[config.mk]
export PLATFORM = sky130hd
export DESIGN_NAME = systolic_feeder
export DESIGN_NICKNAME = d
export VERILOG_FILES = /design/src/rtl/systolic_pkg.sv /design/src/rtl/skew_delay.sv /design/src/rtl/systolic_feeder.sv
export SDC_FILE = /design/constraint.sdc
export NUM_CORES = 1
export LEC_CHECK = 0
export ABC_CLOCK_PERIOD_IN_PS = 2200
export CAP_MARGIN = 20
export CORE_AREA = 4 4 147 106
export CTS_BUF_LIST = sky130_fd_sc_hd__clkbuf_16
export DETAILED_ROUTE_END_ITERATION = 10
export DIE_AREA = 0 0 151 110
export PLACE_DENSITY = 0.75
export SYNTH_ARGS = -nofsm -noshare
export SYNTH_HDL_FRONTEND = slang
export SYNTH_SLANG_ARGS = --single-unit
[constraint.sdc]
create_clock -name clk -period 2.2 [get_ports clk]
set_input_delay 0.33 -clock clk [delete_from_list [all_inputs] [get_ports clk]]
set_output_delay 0.33 -clock clk [all_outputs]
set_load 0.005 [all_outputs]
[src/rtl/systolic_pkg.sv]
// Shared definitions for the systolic array feeder.
//   state_t    : feeder control states
//   flush_len  : cycles spent in FLUSH before results are final
//   lane_lsb   : LSB position of a lane inside a packed N*DW bus
package systolic_pkg;

  typedef enum logic [1:0] {IDLE, FEED, FLUSH, HOLD} state_t;

  // The last beat needs 2N-1 more hops to reach PE(N-1,N-1), plus the
  // multiplier latency, before it lands in that PE's sum.
  function automatic int flush_len(input int n, input int mul_lat);
    return 2 * n + mul_lat - 1;
  endfunction

  function automatic int lane_lsb(input int lane, input int dw);
    return lane * dw;
  endfunction

endpackage

[src/rtl/skew_delay.sv]
// Zero-reset shift register used to skew operands and clear strobes.
//   clk, rst_n : clock, synchronous active-low reset
//   din        : value entering the line this cycle
//   taps       : every stage; taps[k] is din delayed by k+1 cycles
//   dout       : last stage (din delayed by DEPTH cycles)
module skew_delay #(
  parameter int DEPTH = 1,
  parameter int W     = 8
) (
  input  logic                      clk,
  input  logic                      rst_n,
  input  logic [W-1:0]              din,
  output logic [DEPTH-1:0][W-1:0]   taps,
  output logic [W-1:0]              dout
);

  always_ff @(posedge clk) begin
    if (!rst_n) begin
      taps <= '0;
    end else begin
      taps[0] <= din;
      for (int k = 1; k < DEPTH; k++) taps[k] <= taps[k-1];
    end
  end

  assign dout = taps[DEPTH-1];

endmodule

[src/rtl/systolic_feeder.sv]
// Transmit side of the systolic MAC array interface.
// Takes one inner-dimension beat per cycle (A column + B row), skews the
// lanes diagonally onto the array edges and generates enable, per-diagonal
// accumulator clears and a done pulse once every PE sum is final.
//   clk, rst_n        : clock, synchronous active-low reset
//   start, k_len      : begin a tile of k_len beats (IDLE/HOLD only)
//   a_valid/a_data/a_ready : A column stream, slice i -> row i
//   b_valid/b_data/b_ready : B row stream, slice j -> column j
//   left_o, up_o      : skewed operands to the array's left / top edges
//   en_o              : array enable
//   clc_diag          : clear strobe, bit d for PEs with i+j=d
//   busy, done        : FEED/FLUSH indicator, results-valid pulse
module systolic_feeder
  import systolic_pkg::*;
#(
  parameter int N       = 4,
  parameter int in_DW   = 8,
  parameter int K_MAX   = 64,
  parameter int MUL_LAT = 1
) (
  input  logic                       clk,
  input  logic                       rst_n,
  input  logic                       start,
  input  logic [$clog2(K_MAX+1)-1:0] k_len,
  input  logic                       a_valid,
  input  logic [N*in_DW-1:0]         a_data,
  output logic                       a_ready,
  input  logic                       b_valid,
  input  logic [N*in_DW-1:0]         b_data,
  output logic                       b_ready,
  output logic [N*in_DW-1:0]         left_o,
  output logic [N*in_DW-1:0]         up_o,
  output logic                       en_o,
  output logic [2*N-2:0]             clc_diag,
  output logic                       busy,
  output logic                       done
);

  localparam int KW    = $clog2(K_MAX+1);
  localparam int CW    = $clog2(K_MAX);
  localparam int FL    = flush_len(N, MUL_LAT);
  localparam int FW    = $clog2(FL+1);
  localparam int CLC_D = 2*N - 1 + MUL_LAT;

  state_t        state, state_nxt;
  logic [CW-1:0] beat_cnt;
  logic [KW-1:0] k_reg;
  logic [FW-1:0] flush_cnt;
  logic          done_q;

  logic fire, last_beat, start_ok, flush_last, first_beat;

  // A and B are only taken together so the two streams never slip.
  assign fire       = (state == FEED) & a_valid & b_valid;
  assign last_beat  = fire & (KW'(beat_cnt) == k_reg - KW'(1));
  assign start_ok   = start & (k_len != '0) & ((state == IDLE) | (state == HOLD));
  assign flush_last = (flush_cnt == FW'(FL-1));
  assign first_beat = fire & (beat_cnt == '0);

  always_ff @(posedge clk) begin
    if (!rst_n) begin
      state     <= IDLE;
      beat_cnt  <= '0;
      k_reg     <= '0;
      flush_cnt <= '0;
      done_q    <= 1'b0;
    end else begin
      state  <= state_nxt;
      done_q <= (state == FLUSH) & flush_last;
      if (start_ok) begin
        k_reg    <= k_len;
        beat_cnt <= '0;
      end else if (fire && !last_beat) begin
        // Held at k_len-1 after the last beat so it never wraps.
        beat_cnt <= beat_cnt + CW'(1);
      end
      flush_cnt <= (state == FLUSH && !flush_last) ? flush_cnt + FW'(1) : '0;
    end
  end

  always_comb begin
    state_nxt = state;
    a_ready   = 1'b0;
    b_ready   = 1'b0;
    en_o      = 1'b0;
    busy      = 1'b0;
    case (state)
      IDLE: begin
        if (start_ok) state_nxt = FEED;
      end
      FEED: begin
        en_o    = 1'b1;
        busy    = 1'b1;
        a_ready = fire;
        b_ready = fire;
        if (last_beat) state_nxt = FLUSH;
      end
      FLUSH: begin
        en_o = 1'b1;
        busy = 1'b1;
        if (flush_last) state_nxt = HOLD;
      end
      HOLD: begin
        // Zeros keep flowing so the PE sums stay put until the next tile.
        en_o = 1'b1;
        if (start_ok) state_nxt = FEED;
      end
      default: state_nxt = IDLE;
    endcase
  end

  assign done = done_q;

  // Row i / column j lane gets 1+i / 1+j stages; unaccepted cycles inject 0.
  for (genvar i = 0; i < N; i++) begin : g_lane
    localparam int LSB = lane_lsb(i, in_DW);
    logic [in_DW-1:0]       a_in, b_in;
    logic [i:0][in_DW-1:0]  unused_a_taps, unused_b_taps;

    assign a_in = fire ? a_data[LSB +: in_DW] : '0;
    assign b_in = fire ? b_data[LSB +: in_DW] : '0;

    skew_delay #(.DEPTH(1+i), .W(in_DW)) u_a (
      .clk (clk), .rst_n (rst_n), .din (a_in),
      .taps (unused_a_taps), .dout (left_o[LSB +: in_DW])
    );
    skew_delay #(.DEPTH(1+i), .W(in_DW)) u_b (
      .clk (clk), .rst_n (rst_n), .din (b_in),
      .taps (unused_b_taps), .dout (up_o[LSB +: in_DW])
    );
  end

  // First-beat pulse travels one line; diagonal d taps it where the k=0
  // product reaches PEs with i+j=d (1+d hops plus multiplier latency).
  logic [CLC_D-1:0][0:0]   clc_taps;
  logic [MUL_LAT-1:0][0:0] unused_clc_lo;
  logic                    unused_clc_dout;

  skew_delay #(.DEPTH(CLC_D), .W(1)) u_clc (
    .clk (clk), .rst_n (rst_n), .din (first_beat),
    .taps (clc_taps), .dout (unused_clc_dout)
  );

  assign clc_diag      = clc_taps[CLC_D-1:MUL_LAT];
  assign unused_clc_lo = clc_taps[MUL_LAT-1:0];

endmodule

Word level (Yosys, flattened, before mapping)
Cells that the tools add are included.
- bits of input ports: 76
- output and inout port bits: 76
- register bits after elaboration: 188
- bitwise gates (word level): 9
- mux-type cells: 7
- equal/unequal tests: 8
- add/subtract/negate cells: 3
- reduce and logical (&&, ||, !) cells: 14
- operators by type and width (operator ; count):
    1-bit bitwise AND ; 7
    6-bit by 7-bit equality test with 1-bit output ; 1
    7-bit nonzero test ; 1
    7-bit by 1-bit subtractor with 7-bit output (second input constant) ; 1
    6-bit by 1-bit adder with 6-bit output (second input constant) ; 1
    6-bit zero test ; 1
    2-bit two-way mux ; 3
    2-bit one-hot mux with 3 select lines ; 1
    2-bit OR reduction ; 3
    4-bit by 1-bit adder with 4-bit output (second input constant) ; 1
    2-bit equality test (second input constant) ; 2
    4-bit by 3-bit equality test with 1-bit output (second input constant) ; 1
    2-bit != test (second input constant) ; 2
    2-bit AND reduction ; 2
    1-bit two-way mux ; 3
    3-bit AND reduction ; 1
    3-bit OR reduction ; 1
    2-bit by 1-bit equality test with 1-bit output (second input constant) ; 1
    1-bit logical AND ; 2
    1-bit zero test ; 2
    2-bit zero test ; 1
    2-bit by 1-bit != test with 1-bit output (second input constant) ; 1
    1-bit inverter ; 1
    1-bit OR ; 1

Depth between registers and ports, before layout
Gate-level depths: netlist of the first run.
- depth in word-level cells: 6
- depth in mapped cells: 10
- depth with buffers taken out: 8

Cells and area by module
Synthesis of the first run repeated with hierarchy kept, for this count alone.
- cell total of the unflattened synthesis: 627
- area, all modules: 6774.0 um^2
- by module, submodules not included (module ; area an instance (um^2) ; instances ; cells each ; sequential area each (um^2)):
    skew_delay at g_lane[3].u_a ... ; 955.9 ; 2 ; 75 ; 640.6
    systolic_feeder ; 1619.1 ; 1 ; 214 ; 400.4
    skew_delay at g_lane[2].u_a ... ; 735.7 ; 2 ; 58 ; 480.5
    skew_delay at g_lane[1].u_a ... ; 506.7 ; 2 ; 41 ; 320.3
    skew_delay at g_lane[0].u_a ... ; 270.3 ; 2 ; 24 ; 160.2
    skew_delay at u_clc ; 217.7 ; 1 ; 17 ; 160.2

Worst setup path before layout of the first run
Ideal clock, no wire load.
- kind: register to register
- from: register k_reg[0]
- to: register beat_cnt[1]
- stages on the path, launching flop included: 11
- arrival: 2.055 ns
- setup slack: 0.026 ns
- setup time: 0.120 ns
- period minus slack after synthesis: 2.174 ns
- cell sequence: dfxtp_1 > buf_2 > inv_1 > ha_1 > buf_4 > xnor2_1 > a211oi_1 > o311ai_4 > o31ai_4 > mux2i_1 > nor2_1
- longest elaborated chain between the ends: 5
- ends and longest elaborated chain (element ; line ; RTL):
    start: declaration ; systolic_feeder.sv:47 ; logic [KW-1:0] k_reg;
    start signal: assignment ; systolic_feeder.sv:71 ; k_reg <= k_len;
    7-bit by 1-bit subtractor with 7-bit output ; systolic_feeder.sv:55 ; assign last_beat = fire & (KW'(beat_cnt) == k_reg - KW'(1));
    6-bit by 7-bit equality test with 1-bit output ; systolic_feeder.sv:55 ;
    1-bit bitwise AND ; systolic_feeder.sv:55 ;
    1-bit zero test ; systolic_feeder.sv:73 ; end else if (fire && !last_beat) begin
    1-bit logical AND ; systolic_feeder.sv:73 ;
    end signal: assignment ; systolic_feeder.sv:75 ; beat_cnt <= beat_cnt + CW'(1);
    end: declaration ; systolic_feeder.sv:46 ; logic [CW-1:0] beat_cnt;
Every way passes these cells.
A chain may end at the register's enable or synchronous reset.

Worst setup path after layout of the first run
- from: register state[0]
- to: output busy
- longest elaborated chain between the ends: 3
- elaborated cells between the ends (all ways): 4
- ends and longest elaborated chain (element ; line ; RTL):
    start: declaration ; systolic_feeder.sv:45 ; state_t state, state_nxt;
    start signal: assignment ; systolic_feeder.sv:68 ; state <= state_nxt;
    2-bit by 1-bit equality test with 1-bit output or 2-bit equality test (tied branches) ; systolic_feeder.sv:87 ; case (state)
    2-bit OR reduction (no line) * ; -- ;
    1-bit two-way mux * ; systolic_feeder.sv:87 ;
    end: declaration ; systolic_feeder.sv:35 ; output logic busy,
Mark *: on every way between the ends. The rest lies on a longest branch, timed or not.

==> summary.txt, run 1 <==
Worst setup path
  – Crit path DAT: 1.79 ns
  – CP Class: flop to primary output
  – Crit path max fanout: 4
  – R2r setup slk: 0.08 ns
  – Reg-to-Reg End: beat_cnt[0]
  – Slowest cell delay on critical path: 0.52 ns
  – Critical-path cell list: inv_1 -> ha_2 -> clkdlybuf4s50_1
  – CP Launch Point: state[0]
  – CP required: 1.87 ns
  – Slowest stage cell on the critical path: clkdlybuf4s50_1
  – Reg2Reg Launch Point: k_reg[1]
  – Crit end category: primary output
  – Reg2Reg Depth: 10
  – Element type at the critical path start: flop

Finish
  – Share of layout cells above drive strength 1: 0.09970
  – Largest registers: g_lane.u_a.taps: 48 flops, g_lane.u_b.taps: 48 flops
  – Fill count: 1130
  – Commonest non-fill, non-tap cell in the layout: dfxtp_1
  – Sequential cell area: 0.003766 mm²
  – Final nets: 733
  – Most frequent cells in the layout: dfxtp_1, clkdlybuf4s50_1, and2_1
  – # diodes: 0
  – Multi-input gate area: 0.001863 mm²
  – Area Growth Syn to Fin: 32.70%

STA
  – Skew final: 0.01154 ns
  – Post-layout minimum cycle time: 2.118 ns
  – Endpoints failing setup: 0
  – Setup ws final: 0.08191 ns
  – Worst-margin pin slew: 0.4884 ns
  – Fin. Hold Viols: 0
  – Final period util: 0.9628
  – Slew headroom: 0.6715
  – Final Slew Violations: 0
  – Setup TNS Final: 0 ns
  – Fmax: 472.1 MHz

Placement
  – RD Place Congestion: 0.7774
  – Hpwl dp: 8034 µm
  – Number of port buffers: 151
  – Pre-CTS WS: 0.07053 ns

Clock network
  – Insertion delay to the later sink of the worst-skew pair: 0.42 ns
  – CTS Buffer Depth: 2
  – CTS Buf Count: 17
  – H-tree Lvls: 4
  – Reg clk slew, reported paths: 0.07 ns
  – Clock root buffer: clkbuf_16
  – CTS tree: yes
  – Clk sinks: 188

Floorplanning
  – Initial Util: 0.4409
  – Total core area: 0.01396 mm²
  – Overall die area: 0.01661 mm²
  – Die H: 110 µm
  – Row cnt: 36
  – Die W: 151 µm
  – Num ports: 152

Logic synthesis
  – Syn_nets: 638
  – Register area share after synthesis: 0.6113
  – YS warnings: 0
  – Mapped Area: 0.006157 mm²
  – Cells after synthesis: 554
  – Main synth FF type: dfxtp_1
  – Mean Syn Cell Area: 11.11 µm²
  – Post-synth ARST share: 0
  – Cell variety after synth: 40
  – Post-synth EDFFs: 0
  – Yosys reg bits: 188

Min path
  – HP Class: input port to flop
  – HP Start: rst_n
  – Hold endpoint: g_lane[1].u_b.dout[5]
  – WHS Path Cells: 2

Routing
  – Detailed Route WL: 11710 µm
  – Initial DRC Count: 137
  – Post-DRT Antenna Nets: 0
  – Wire per inst: 13.74 µm
  – DR DRC count: 0
  – DR vias: 3805
  – Vias per cell: 4.466
  – Drt pass-1 iters: 4

Pwr
  – Leak Pwr: 0.003421 µW
  – Sw frac: 0.2683
  – Total Power: 7688 µW
  – Sequential share of power: 0.466
  – Clk network pwr share: 0.403
  – Sw power: 2063 µW
  – Power Density: 940.9 mW/mm²
  – Pint: 5625 µW
  – Comb power frac: 0.130
  – Max VDD drop: 0.0005184 V

Run
  – Max-Cap Viols: 0

Global routing
  – First-pass GRT wire length: 18080 µm
  – Total track usage: 0.1391
  – Vias in the first global route: 3710
  – Largest net degree at the start of global routing: 92
  – Total global routing overflow: 0
  – Initial antenna violation count: 0

Status
  – Status: completed
metal layers:
layer,routed length [µm],share of wire,vias to the layer above,GRT usage
li1,-,-,1924,-
met1,5152,0.44,1773,0.1698
met2,5891,0.50,92,0.2397
met3,551,0.047,16,0.04373
met4,115,0.0098,0,0.03752
met5,0,0,-,0
worst max-delay path by stage:
stage                   to  slack [ns]  cells past startpoint
5_1_grt        beat_cnt[0]       -0.03                     10
6_report              busy        0.08                      3
2_1_floorplan  beat_cnt[1]        0.03                     10
4_1_cts        beat_cnt[5]       0.005                      9
3_5_place_dp   beat_cnt[3]        0.07                      9
3_3_place_gp   beat_cnt[1]        0.14                      8
power groups by stage:
stage	clock, µW	sequential, µW	combinational (µW)
3_5_place_dp	0	3660	932
5_1_grt	3330	3600	1090
6_report	3100	3580	1000
2_1_floorplan	0	3640	549
3_3_place_gp	0	3650	900
4_1_cts	3170	3580	946
synth_stat cells (5+ instances only):
master / instances / area [µm²]
mux2i_1: 9 / 90.09
xnor2_1: 6 / 52.55
dfxtp_1: 188 / 3764
nand3_1: 6 / 30.03
and2_1: 103 / 644.4
nor2_1: 12 / 45.04
buf_4: 57 / 427.9
inv_1: 9 / 33.78
clkbuf_1: 28 / 105.1
nand2_1: 8 / 30.03
and3_1: 66 / 412.9
nor2b_1: 8 / 50.05
xor2_1: 5 / 43.79
ha_1: 8 / 100.1
worst max-delay path, delay by kind of cell (launching register included):
family	cells	cell delay, ns
buffers and inverters	2	0.60
DFF	1	0.39
adders and majority gates	1	0.38
metrics by stage:
stage | hold slack (ns) | util | cell area [µm²] | std cells
2_1_floorplan | 0.4119 | - | 6157 | 554
6_report | 0.3386 | 0.5851 | 8170 | 852
4_1_cts | 0.3253 | 0.5796 | 8093 | 850
3_5_place_dp | 0.4177 | 0.5341 | 7458 | 818
3_3_place_gp | 0.4133 | 0.5341 | 7458 | 818
5_1_grt | 0.3461 | 0.5851 | 8170 | 852
cells by family after synthesis:
family / count (synthesis) / share of synthesized area
adders and majority gates: 8 / 0.01626
buffers and inverters: 97 / 0.09551
muxes: 9 / 0.01463
and+or+nand+nor: 219 / 0.2166
xor gates and xnor gates: 11 / 0.01565
AOI/OAI and AO/OA: 22 / 0.03008
DFF: 188 / 0.6113
final cells by class:
cell class / count / area share
Clock buffer: 17 / 0.05207
Clock inverter: 15 / 0.02557
Inverter: 9 / 0.004135
Multi-Input combinational cell: 269 / 0.2280
Sequential cell: 188 / 0.4609
Tap cell: 190 / 0.02910
Timing Repair Buffer: 164 / 0.2002
repair_timing:
item,in CTS,in global routing
buffers inserted,0,2
pin swaps,2,12
endpoints found under the setup margin,1,8
gates resized for setup,0,17
hold buffers,0,0
Note: power is estimated with default switching activity, not from simulation.
==> run 2, diff against run 1 <==
Settings changed: ABC_CLOCK_PERIOD_IN_PS 2200 to 2370, CORE_AREA 4 4 147 106 to 4 4 139 101, DIE_AREA 0 0 151 110 to 0 0 143 105, PLACE_DENSITY 0.75 to 0.79.
Clock period 2.2 ns to 2.37 ns, I/O delays scaled along.
==> run 2 against run 1 <==
Sequential power is 7.0% lower. Non-clock buffer count is 5 lower. Worst hold slack worse by 0.14 ns. Cell count is 3.4% lower. Cell area is 1.5% lower. Sequential share of layout area is 0.67 points higher. Sequential cell count stayed put. Clock power is 5% lower. First-iteration DRC count is 10% higher. Combinational power is 13% lower. Clock skew is 0.0012 ns lower. Critical path type is now flop to flop.
==> summary.txt, run 2 (synthesized netlist as in run 1, its figures left out) <==
Status
  – Status: completed

Finish
  – Area Growth Syn to Fin: 30.75%
  – Final std cells w/o fill: 823
  – Share of layout cells above drive strength 1: 0.07915
  – Most frequent cells in the layout: dfxtp_1, clkdlybuf4s50_1, and2_1
  – Largest registers: g_lane.u_a.taps: 48 flops, g_lane.u_b.taps: 48 flops
  – Commonest non-fill, non-tap cell in the layout: dfxtp_1
  – Fill count: 979
  – Final nets: 728
  – # diodes: 0

Floorplanning
  – Die H: 105 µm
  – Initial Util: 0.4799
  – Die W: 143 µm
  – Row cnt: 35
  – Num ports: 152
  – Overall die area: 0.01502 mm²
  – Total core area: 0.01283 mm²

Placement
  – RD Place Congestion: 0.8191
  – Number of port buffers: 151
  – Hpwl dp: 7680 µm
  – Placed Instances: 790

Clock network
  – Insertion delay to the later sink of the worst-skew pair: 0.42 ns
  – Post-cts hold buffer count: 0
  – Reg clk slew, reported paths: 0.07 ns
  – H-tree Lvls: 4
  – Clk sinks: 188
  – CTS Buf Count: 17
  – CTS tree: yes
  – CTS Buffer Depth: 2
  – Clock root buffer: clkbuf_16

STA
  – Worst-margin pin slew: 0.4793 ns
  – Endpoints failing setup: 0
  – Hold WS: 0.1938 ns
  – Fmax: 446.5 MHz
  – Setup TNS Final: 0 ns
  – Slew headroom: 0.6776
  – Skew final: 0.01032 ns
  – Final Slew Violations: 0
  – RSZ-0062 raised after global routing: no
  – Fin. Hold Viols: 0
  – Final period util: 0.9450
  – Post-layout minimum cycle time: 2.240 ns

Global routing
  – Largest net degree at the start of global routing: 75
  – First-pass GRT wire length: 18020 µm
  – Total track usage: 0.1524
  – Initial antenna violation count: 0
  – Vias in the first global route: 3668
  – Total global routing overflow: 0

Worst setup path
  – Crit end category: flop
  – CP Class: flop to flop
  – CP Launch Point: k_reg[1]
  – Crit path max fanout: 8
  – Critical-path cell list: inv_1 -> ha_1 -> xor2_2 -> o22ai_1 -> a221oi_4 -> o31ai_4 -> or3_1 -> a21oi_1
  – Slowest stage cell on the critical path: a221oi_4
  – CP required: 2.70 ns
  – Slowest cell delay on critical path: 0.37 ns
  – Reg2Reg Launch Point: k_reg[1]
  – Element type at the critical path start: flop
  – Crit path DAT: 2.57 ns

Routing
  – DR vias: 3746
  – DR DRC count: 0
  – Vias per cell: 4.552
  – Drt pass-1 iters: 4
  – Post-DRT Antenna Nets: 0
  – Initial DRC Count: 151
  – Wire per inst: 13.51 µm
  – Detailed Route WL: 11120 µm

Pwr
  – Total Power: 7129 µW
  – Max VDD drop: 0.0005263 V
  – Leak Pwr: 0.003383 µW
  – Power Density: 885.6 mW/mm²

Min path
  – HP Class: input port to flop
  – HP Start: rst_n

Run
  – Max-Cap Viols: 0
==> run 2: metrics by stage <==
step,util,setup WS [ns],area [µm²]
2_1_floorplan,-,0.1956,6157
3_3_place_gp,0.5746,0.2024,7373
3_5_place_dp,0.5746,0.05651,7373
4_1_cts,0.6246,0.01970,8014
5_1_grt,0.6274,0.001466,8050
6_report,0.6274,0.1303,8050
==> run 2: cell type report <==
| type | count | area (µm²) | area share |
|---|---|---|---|
| tap | 166 | 207.7 | 0.02580 |
| clock inverter | 15 | 215.2 | 0.02673 |
| timing repair buffer | 159 | 1569 | 0.1949 |
| clock buffer | 17 | 425.4 | 0.05284 |
| inverter | 9 | 33.78 | 0.004196 |
| sequential | 188 | 3765 | 0.4677 |
| multi-input combinational | 269 | 1834 | 0.2279 |
==> run 2: final timing paths <==
check / slack [ns] / cells after the start / end
setup / recovery: 0.13 / 8 / beat_cnt[5]
hold / removal: 0.19 / 2 / g_lane[0].u_a.dout[1]
setup reg to reg: 0.13 / 8 / beat_cnt[5]
hold reg to reg: 0.43 / 1 / g_lane[3].u_b.taps[11]
==> run 2: metal layers <==
layer / share of wire / vias to the layer above / global-route usage
met3: 0.048 / 13 / 0.04483
met5: 0 / - / 0
met2: 0.50 / 84 / 0.2517
li1: - / 1914 / -
met4: 0.013 / 0 / 0.05699
met1: 0.44 / 1735 / 0.1878
==> run 2: what timing repair did <==
action	in CTS	in global routing
resized for setup	0	5
endpoints found under the setup margin	0	9
setup buffers	0	1
==> run 2: power breakdown <==
part	internal, µW	switching [µW]
combinational	461	414
clock	1560	1370
sequential	3260	69.6
total	5280	1850
==> run 2: worst max-delay path: cells and delay by family (launching register included) <==
kind	cells	cell delay [ns]
flip-flops	1	0.35
AO/OA/AOI/OAI	4	0.85
AND/OR/NAND/NOR	1	0.37
XOR/XNOR	1	0.19
buffers and inverters	1	0.06
adder cells (fa/ha/maj)	1	0.33
